===== src/rtl/data_mem_lsu.sv =====
// Load/store unit between execute and a byte-laned synchronous data memory.
// Optional macro LSU_MISALIGN_TRAP_EN rejects misaligned half/word accesses instead of aligning them.
module data_mem_lsu #(
  parameter int WIDTH = 15
) (
  input  logic              clk,
  input  logic              rst,
  input  logic              req_valid,
  output logic              req_ready,
  input  logic              req_write,
  input  logic [1:0]        req_size,
  input  logic              req_unsigned,
  input  logic [31:0]       req_addr,
  input  logic [31:0]       req_wdata,
  output logic              resp_valid,
  output logic [31:0]       resp_rdata,
  output logic              resp_misaligned,
  output logic [WIDTH-3:0]  mem_address,
  output logic              mem_write_enable,
  output logic [3:0]        mem_mask_byte,
  output logic [31:0]       mem_write_data,
  input  logic [31:0]       mem_read_data,
  output logic [1:0]        dbg_state
);

  typedef enum logic [1:0] {IDLE, ACCESS, CAPTURE, RESP} state_t;

  // Handshake: a request transfers on a rising edge where req_valid && req_ready;
  // resp_valid is a single-cycle pulse with no back-pressure.
  state_t      state;
  logic        write_q;
  logic        unsigned_q;
  logic [1:0]  size_q;
  logic [1:0]  off_q;

  logic        accept;
  logic        misaligned;
  logic [1:0]  off_c;
  logic [3:0]  mask_c;
  logic [31:0] wdata_c;
  logic [31:0] shifted;
  logic [31:0] load_c;
  logic        unused_addr_bits;

  assign accept           = req_valid && req_ready;
  assign req_ready        = (state == IDLE);
  assign dbg_state        = state;
  assign unused_addr_bits = ^req_addr[31:WIDTH];

`ifdef LSU_MISALIGN_TRAP_EN
  assign misaligned = ((req_size == 2'b01) && req_addr[0]) ||
                      (req_size[1] && (req_addr[1:0] != 2'b00));
`else
  assign misaligned = 1'b0;
`endif

  // Effective byte offset: halves and words are forced onto natural alignment.
  always_comb begin
    off_c   = 2'b00;
    mask_c  = 4'b1111;
    wdata_c = req_wdata;
    case (req_size)
      2'b00: begin
        off_c   = req_addr[1:0];
        mask_c  = 4'b0001 << req_addr[1:0];
        wdata_c = {4{req_wdata[7:0]}};
      end
      2'b01: begin
        off_c   = {req_addr[1], 1'b0};
        mask_c  = 4'b0011 << {req_addr[1], 1'b0};
        wdata_c = {2{req_wdata[15:0]}};
      end
      default: begin
        off_c   = 2'b00;
        mask_c  = 4'b1111;
        wdata_c = req_wdata;
      end
    endcase
  end

  assign shifted = mem_read_data >> {off_q, 3'b000};

  always_comb begin
    load_c = shifted;
    case (size_q)
      2'b00:   load_c = unsigned_q ? {24'b0, shifted[7:0]}
                                   : {{24{shifted[7]}}, shifted[7:0]};
      2'b01:   load_c = unsigned_q ? {16'b0, shifted[15:0]}
                                   : {{16{shifted[15]}}, shifted[15:0]};
      default: load_c = shifted;
    endcase
  end

  always_ff @(posedge clk or posedge rst) begin
    if (rst) begin
      state            <= IDLE;
      write_q          <= 1'b0;
      unsigned_q       <= 1'b0;
      size_q           <= 2'b00;
      off_q            <= 2'b00;
      resp_valid       <= 1'b0;
      resp_rdata       <= 32'b0;
      resp_misaligned  <= 1'b0;
      mem_address      <= '0;
      mem_write_enable <= 1'b0;
      mem_mask_byte    <= 4'b0;
      mem_write_data   <= 32'b0;
    end else begin
      // The memory command exists only during ACCESS.
      resp_valid       <= 1'b0;
      mem_address      <= '0;
      mem_write_enable <= 1'b0;
      mem_mask_byte    <= 4'b0;
      mem_write_data   <= 32'b0;
      case (state)
        IDLE: begin
          if (accept) begin
            write_q    <= req_write;
            unsigned_q <= req_unsigned;
            size_q     <= req_size;
            off_q      <= off_c;
            if (misaligned) begin
              state           <= RESP;
              resp_valid      <= 1'b1;
              resp_rdata      <= 32'b0;
              resp_misaligned <= 1'b1;
            end else begin
              state       <= ACCESS;
              mem_address <= req_addr[WIDTH-1:2];
              if (req_write) begin
                mem_write_enable <= 1'b1;
                mem_mask_byte    <= mask_c;
                mem_write_data   <= wdata_c;
              end
            end
          end
        end
        ACCESS: begin
          if (write_q) begin
            state           <= RESP;
            resp_valid      <= 1'b1;
            resp_rdata      <= 32'b0;
            resp_misaligned <= 1'b0;
          end else begin
            state <= CAPTURE;
          end
        end
        CAPTURE: begin
          state           <= RESP;
          resp_valid      <= 1'b1;
          resp_rdata      <= load_c;
          resp_misaligned <= 1'b0;
        end
        RESP: state <= IDLE;
        default: state <= IDLE;
      endcase
    end
  end

endmodule

===== config.mk =====
export PLATFORM = sky130hd
export DESIGN_NAME = data_mem_lsu
export DESIGN_NICKNAME = d
export VERILOG_FILES = /design/src/rtl/data_mem_lsu.sv
export SDC_FILE = /design/constraint.sdc
export NUM_CORES = 1
export LEC_CHECK = 0
export CAP_MARGIN = 10
export CORE_ASPECT_RATIO = 0.9
export CORE_MARGIN = 2
export CORE_UTILIZATION = 37
export DETAILED_ROUTE_END_ITERATION = 8
export PLACE_DENSITY_LB_ADDON = 0.12
export RECOVER_POWER = 25
export REMOVE_ABC_BUFFERS = 1
export SLEW_MARGIN = 20
export SYNTH_ARGS = -nofsm -noshare
export SYNTH_HDL_FRONTEND = slang
export SYNTH_SLANG_ARGS = --single-unit

===== constraint.sdc =====
create_clock -name clk -period 2.9 [get_ports clk]
set_input_delay 0.58 -clock clk [delete_from_list [all_inputs] [get_ports clk]]
set_output_delay 0.58 -clock clk [all_outputs]
set_load 0.01 [all_outputs]

-- Word level (Yosys, flattened, before mapping)
Cells that the tools add are included.
- output and inout port bits: 87
- register bits after elaboration: 92
- shift operators: 3
- reductions and logical operators: 7
- muxes and demuxes: 26
- equal/unequal tests: 7
- operators with widths (kind ; count):
    $mux 32 ; 6
    $pmux 32 s2 ; 3
    $shr 32x5->32 ; 1
    $mux 13 ; 2
    $mux 4 ; 3
    $pmux 2 s4 ; 1
    $pmux 4 s2 ; 1
    $eq 2x1->1 const B ; 3
    $logic_not 2->1 ; 3
    $mux 1 ; 6
    $eq 2x2->1 const B ; 2
    $pmux 1 s2 ; 2
    $pmux 2 s2 ; 1
    $reduce_and 2->1 ; 2
    $shl 1x2->4 const A ; 1
    $shl 2x2->4 const A ; 1
    $mux 2 ; 1
    $ne 2x1->1 const B ; 1
    $ne 2x2->1 const B ; 1
    $reduce_bool 2->1 ; 1
    $logic_and 1x1->1 ; 1

-- Longest topological paths before layout
- depth after elaboration: 5
- mapped depth: 8
- gate-level depth less buffers: 6

-- Worst setup path after synthesis
No wires, ideal clock.
- path type: reg-to-reg
- start point: reg state[1], in the netlist dbg_state[1]
- end point: reg resp_rdata[24]
- data required time: 2.774 ns
- library setup time: 0.126 ns
- data arrival time: 1.728 ns
- slack: 1.046 ns
- path buffers: 2
- stages on the path, launching flop included: 9
- period minus slack after synthesis: 1.854 ns
- cell sequence: dfrtp_1 > inv_1 > ha_1 > inv_2 > o2111a_1 > buf_2 > nor2b_1 > buf_1 > a221o_1
- cells in the longest elaborated chain, start to end: 3
- elaborated cells between the ends (all ways): 6
- classes of those cells: eq/ne (3); mux (1); reduce/logical (2)
- RTL lines (item ; RTL line ; RTL):
    start, declared ; 30 ; state_t state;
    start signal, assigned ; 96 ; state <= IDLE;
    start signal, assigned ; 123 ; state <= RESP;
    start signal, assigned ; 128 ; state <= ACCESS;
    $eq 2x1->1 or $eq 2x2->1 (tied branches) ; 115 ; case (state)
    $ne 2x2->1 (no source line) or $reduce_bool 2->1 (tied branches) ; n/a ;
    $reduce_and 2->1 (no source line) ; n/a ;
    end signal, assigned ; 151 ; resp_rdata <= load_c;
    end, declared ; 16 ; output logic [31:0] resp_rdata,
Several ways; a longest one is shown, not always the timed one.
A chain may end at the register's enable or synchronous reset.

-- Worst setup path after layout
- start point: reg state[0], in the netlist dbg_state[0]
- end point: out req_ready
- cells in the longest elaborated chain, start to end: 1
- RTL lines (item ; RTL line ; RTL):
    $logic_not 2->1 ; 46 ; assign req_ready = (state == IDLE);
    end, declared ; 9 ; output logic req_ready,
Every way passes these cells.

==> flow_summary_export.csv <==
group,metric,value,unit
status,outcome,"finished, violations left",
status,violations,"max-capacitance violations, max-slew violations",
detailed_routing,wl_per_cell,16.0,um
synthesis,async_flop_share,1.00,
timing,rsz0062_at_grt,"no",
synthesis,synthFlopType,"dfrtp_1",
synthesis,ys_types,34,
timing,period_share,0.804,
worst_setup_path,cp_top_family,"buffers and inverters",
worst_setup_path,start_kind,"flop",
place,place_inst,671,
global_route,grtUsageTotal,0.192,
clocking,cts_buffers,9,
detailed_routing,remaining_drc_errors,0,
floorplanning,coreArea,10800,um2
clocking,cts_root_buf,"clkbuf_16",
power,seqPwrFrac,0.343,
worst_setup_path,end_kind,"primary output",
final_layout,diodes,0,
power,ir_worst_vdd,526,uV
worst_setup_path,critical_path_buf_inv_count,3,
worst_setup_path,crit_chain,"inv_1, ha_1, buf_4, clkdlybuf4s50_1",
clocking,ctsHtreeMaxLevel,3,
floorplanning,die_y,103,um
detailed_routing,initialDrtViolationCount,121,
floorplanning,floorplan.die_area,11800,um2
run,cap_violations,1,
timing,whs,0.479,ns
synthesis,netlist_area,4070,um2
timing,drv_slew,47,
power,intPower,3.50,mW
clocking,clk_pin_slew_worst_paths,0.06,ns
detailed_routing,via_per_inst,4.95,
floorplanning,pin_count,190,
power,comb_power_share,0.419,
detailed_routing,drtPass1Iterations,4,
worst_setup_path,crit_slowest_cell,"clkdlybuf4s50_1",
detailed_routing,ant_nets,0,
power,swShare,0.328,
clocking,clock_sinks,91,
synthesis,ys_seq_area_frac,0.560,
final_layout,final_common_cell,"clkdlybuf4s50_1",
synthesis,syn_area_per_cell,10.7,um2
final_layout,layoutNonFillerInstCount,685,
synthesis,synth_edf_count,0,
timing,setup_viol,0,
clocking,cts_buffer_depth,2,
power,p_leak,2.81,nW
global_route,grt_pass1_vias,3405,
final_layout,area_growth,54.5,%
worst_setup_path,worstSetupPathType,"flop to primary output",
global_route,grt_pass1_wl,17600,um
worst_setup_path,path_max_fanout,17,
floorplanning,start_util,0.378,
detailed_routing,vias,3394,
place,place_area,5970,um2
worst_setup_path,arrival,1.75,ns
timing,period_minus_slack,2.33,ns
power,power_density,828,nW/um2
global_route,gr-total-overflow,0,
detailed_routing,postRouteWirelength,10900,um
clocking,cts_tree,"built",
worst_setup_path,rrSetupSlack,0.62,ns
synthesis,synth.ff_latch_count,91,
synthesis,synth_warnings,0,
floorplanning,rows,36,
global_route,grt_max_degree,48,
timing,setup-tns-final,0,ns
final_layout,multi_input_area,1660,um2
clocking,post_cts_resized,0,
final_layout,ff_latch_area,2280,um2
power,total_power,5.20,mW
clocking,cts_setup_buffers,0,
place,portBuffers,171,
worst_setup_path,cp.required,2.32,ns
place,gp_congestion,0.760,
synthesis,netlist_instances,380,
final_layout,stdcell_area,6280,um2
floorplanning,die_x,115,um
timing,fin_skew,0.00747,ns
worst_hold_path,min_path_type,"flop to flop",
timing,tightestPinTransition,1.76,ns
power,p_switching,1.71,mW
final_layout,final_cell_mix,"clkdlybuf4s50_1, dfrtp_1, nand2_1",
final_layout,fill_cells,946,
clocking,cts_hold_buf,0,
timing,slew_headroom,-0.177,
power,power.share.clock,0.238,
timing,finalHoldViolations,0,
final_layout,final_nets,656,
clocking,clk_latency,0.33,ns
place,hpwl,7820,um
timing,fmax,429,MHz
final_layout,layout-drive-gt1-share,0.0761,
worst_setup_path,cpPeakStageDelay,0.56,ns
global_route,antenna_found_initial,0,
-- cell usage after synthesis, types with 2 or more instances --
cell      count  share of area
mux2i_1      33          0.081
mux2_1        5          0.014
inv_2         3         0.0028
nor2_1       36          0.033
o21ai_0      10          0.012
a221o_1      16          0.039
and3_1       13          0.020
buf_6         2         0.0055
nand3b_1      9          0.017
nand2_1      43          0.040
and2_1        8          0.012
mux2_2        5          0.014
dfrtp_1      91           0.56
ha_1          4          0.012
buf_1         2         0.0018
buf_2         3         0.0037
clkbuf_1     19          0.018
mux4_2        2          0.011
nor2b_1       3         0.0046
inv_1         6         0.0055
o21ai_1      19          0.023
a21oi_1      36          0.044
-- registers in the layout, indices dropped and copies added, names as in the netlist --
| signal | cells |
|---|---|
| mem_write_enable | 1 |
| unsigned_q | 1 |
| size_q | 2 |
| off_q | 2 |
| resp_rdata | 32 |
| resp_valid | 1 |
| dbg_state | 2 |
| mem_write_data | 32 |
| mem_address | 13 |
| write_q | 1 |
| mem_mask_byte | 4 |
-- routing by layer --
metal | track usage | wire [um] | up-vias | share of wire
met3 | 0.0571 | 807 | 10 | 0.074
met5 | 0 | 0 | - | 0
met2 | 0.305 | 5040 | 113 | 0.46
met1 | 0.258 | 4940 | 1616 | 0.45
li1 | - | - | 1655 | -
met4 | 0.0582 | 144 | 0 | 0.013
-- path summary, 6_finish.rpt --
kind,from,depth (start not counted),end
max in group asynchronous,rst,2,resp_rdata[5]
setup reg to reg,dbg_state[0],6,resp_rdata[25]
min in group asynchronous,rst,2,mem_address[2]
hold / removal,resp_rdata[6],2,resp_rdata[6]
hold reg to reg,resp_rdata[6],2,resp_rdata[6]
setup / recovery,dbg_state[0],4,req_ready
-- layout make-up --
type,instances,share of cell area
clock inverter,2,0.00956
clock buffer,12,0.0408
timing repair buffer,185,0.291
sequential,91,0.362
tap,133,0.0265
inverter,9,0.00538
multi-input combinational,253,0.264
-- power by group through the flow --
stage / clock [mW] / combinational (mW) / sequential [mW]
2_1_floorplan: 0 / 0.958 / 1.96
3_3_place_gp: 0 / 2.16 / 1.80
3_5_place_dp: 0 / 2.20 / 1.80
4_1_cts: 1.28 / 2.21 / 1.79
5_1_grt: 1.32 / 2.41 / 1.83
6_report: 1.24 / 2.18 / 1.78
-- through the flow --
step / util / setup slack [ns]
2_1_floorplan: - / -0.0436
3_3_place_gp: 0.554 / 0.292
3_5_place_dp: 0.554 / 0.259
4_1_cts: 0.584 / 0.538
5_1_grt: 0.584 / 0.227
6_report: 0.584 / 0.567
-- worst register-to-register path, delay by kind of cell, from the launching register on --
family,cells,cell delay [ns]
fa+ha+maj,1,0.32
buf+inv,2,0.32
compound gates,2,0.49
simple gates,1,0.70
flops,1,0.40
-- cell families (layout without fill, tap and decap cells) --
kind of cell	Yosys count	count (layout)	synth area share
buf+inv	36	208	0.0388
fa+ha+maj	4	4	0.0123
other cells	1	1	0.000922
compound gates	86	86	0.132
flops	91	91	0.560
mux	45	45	0.120
simple gates	117	117	0.136
(Power assumes the default switching activity.)
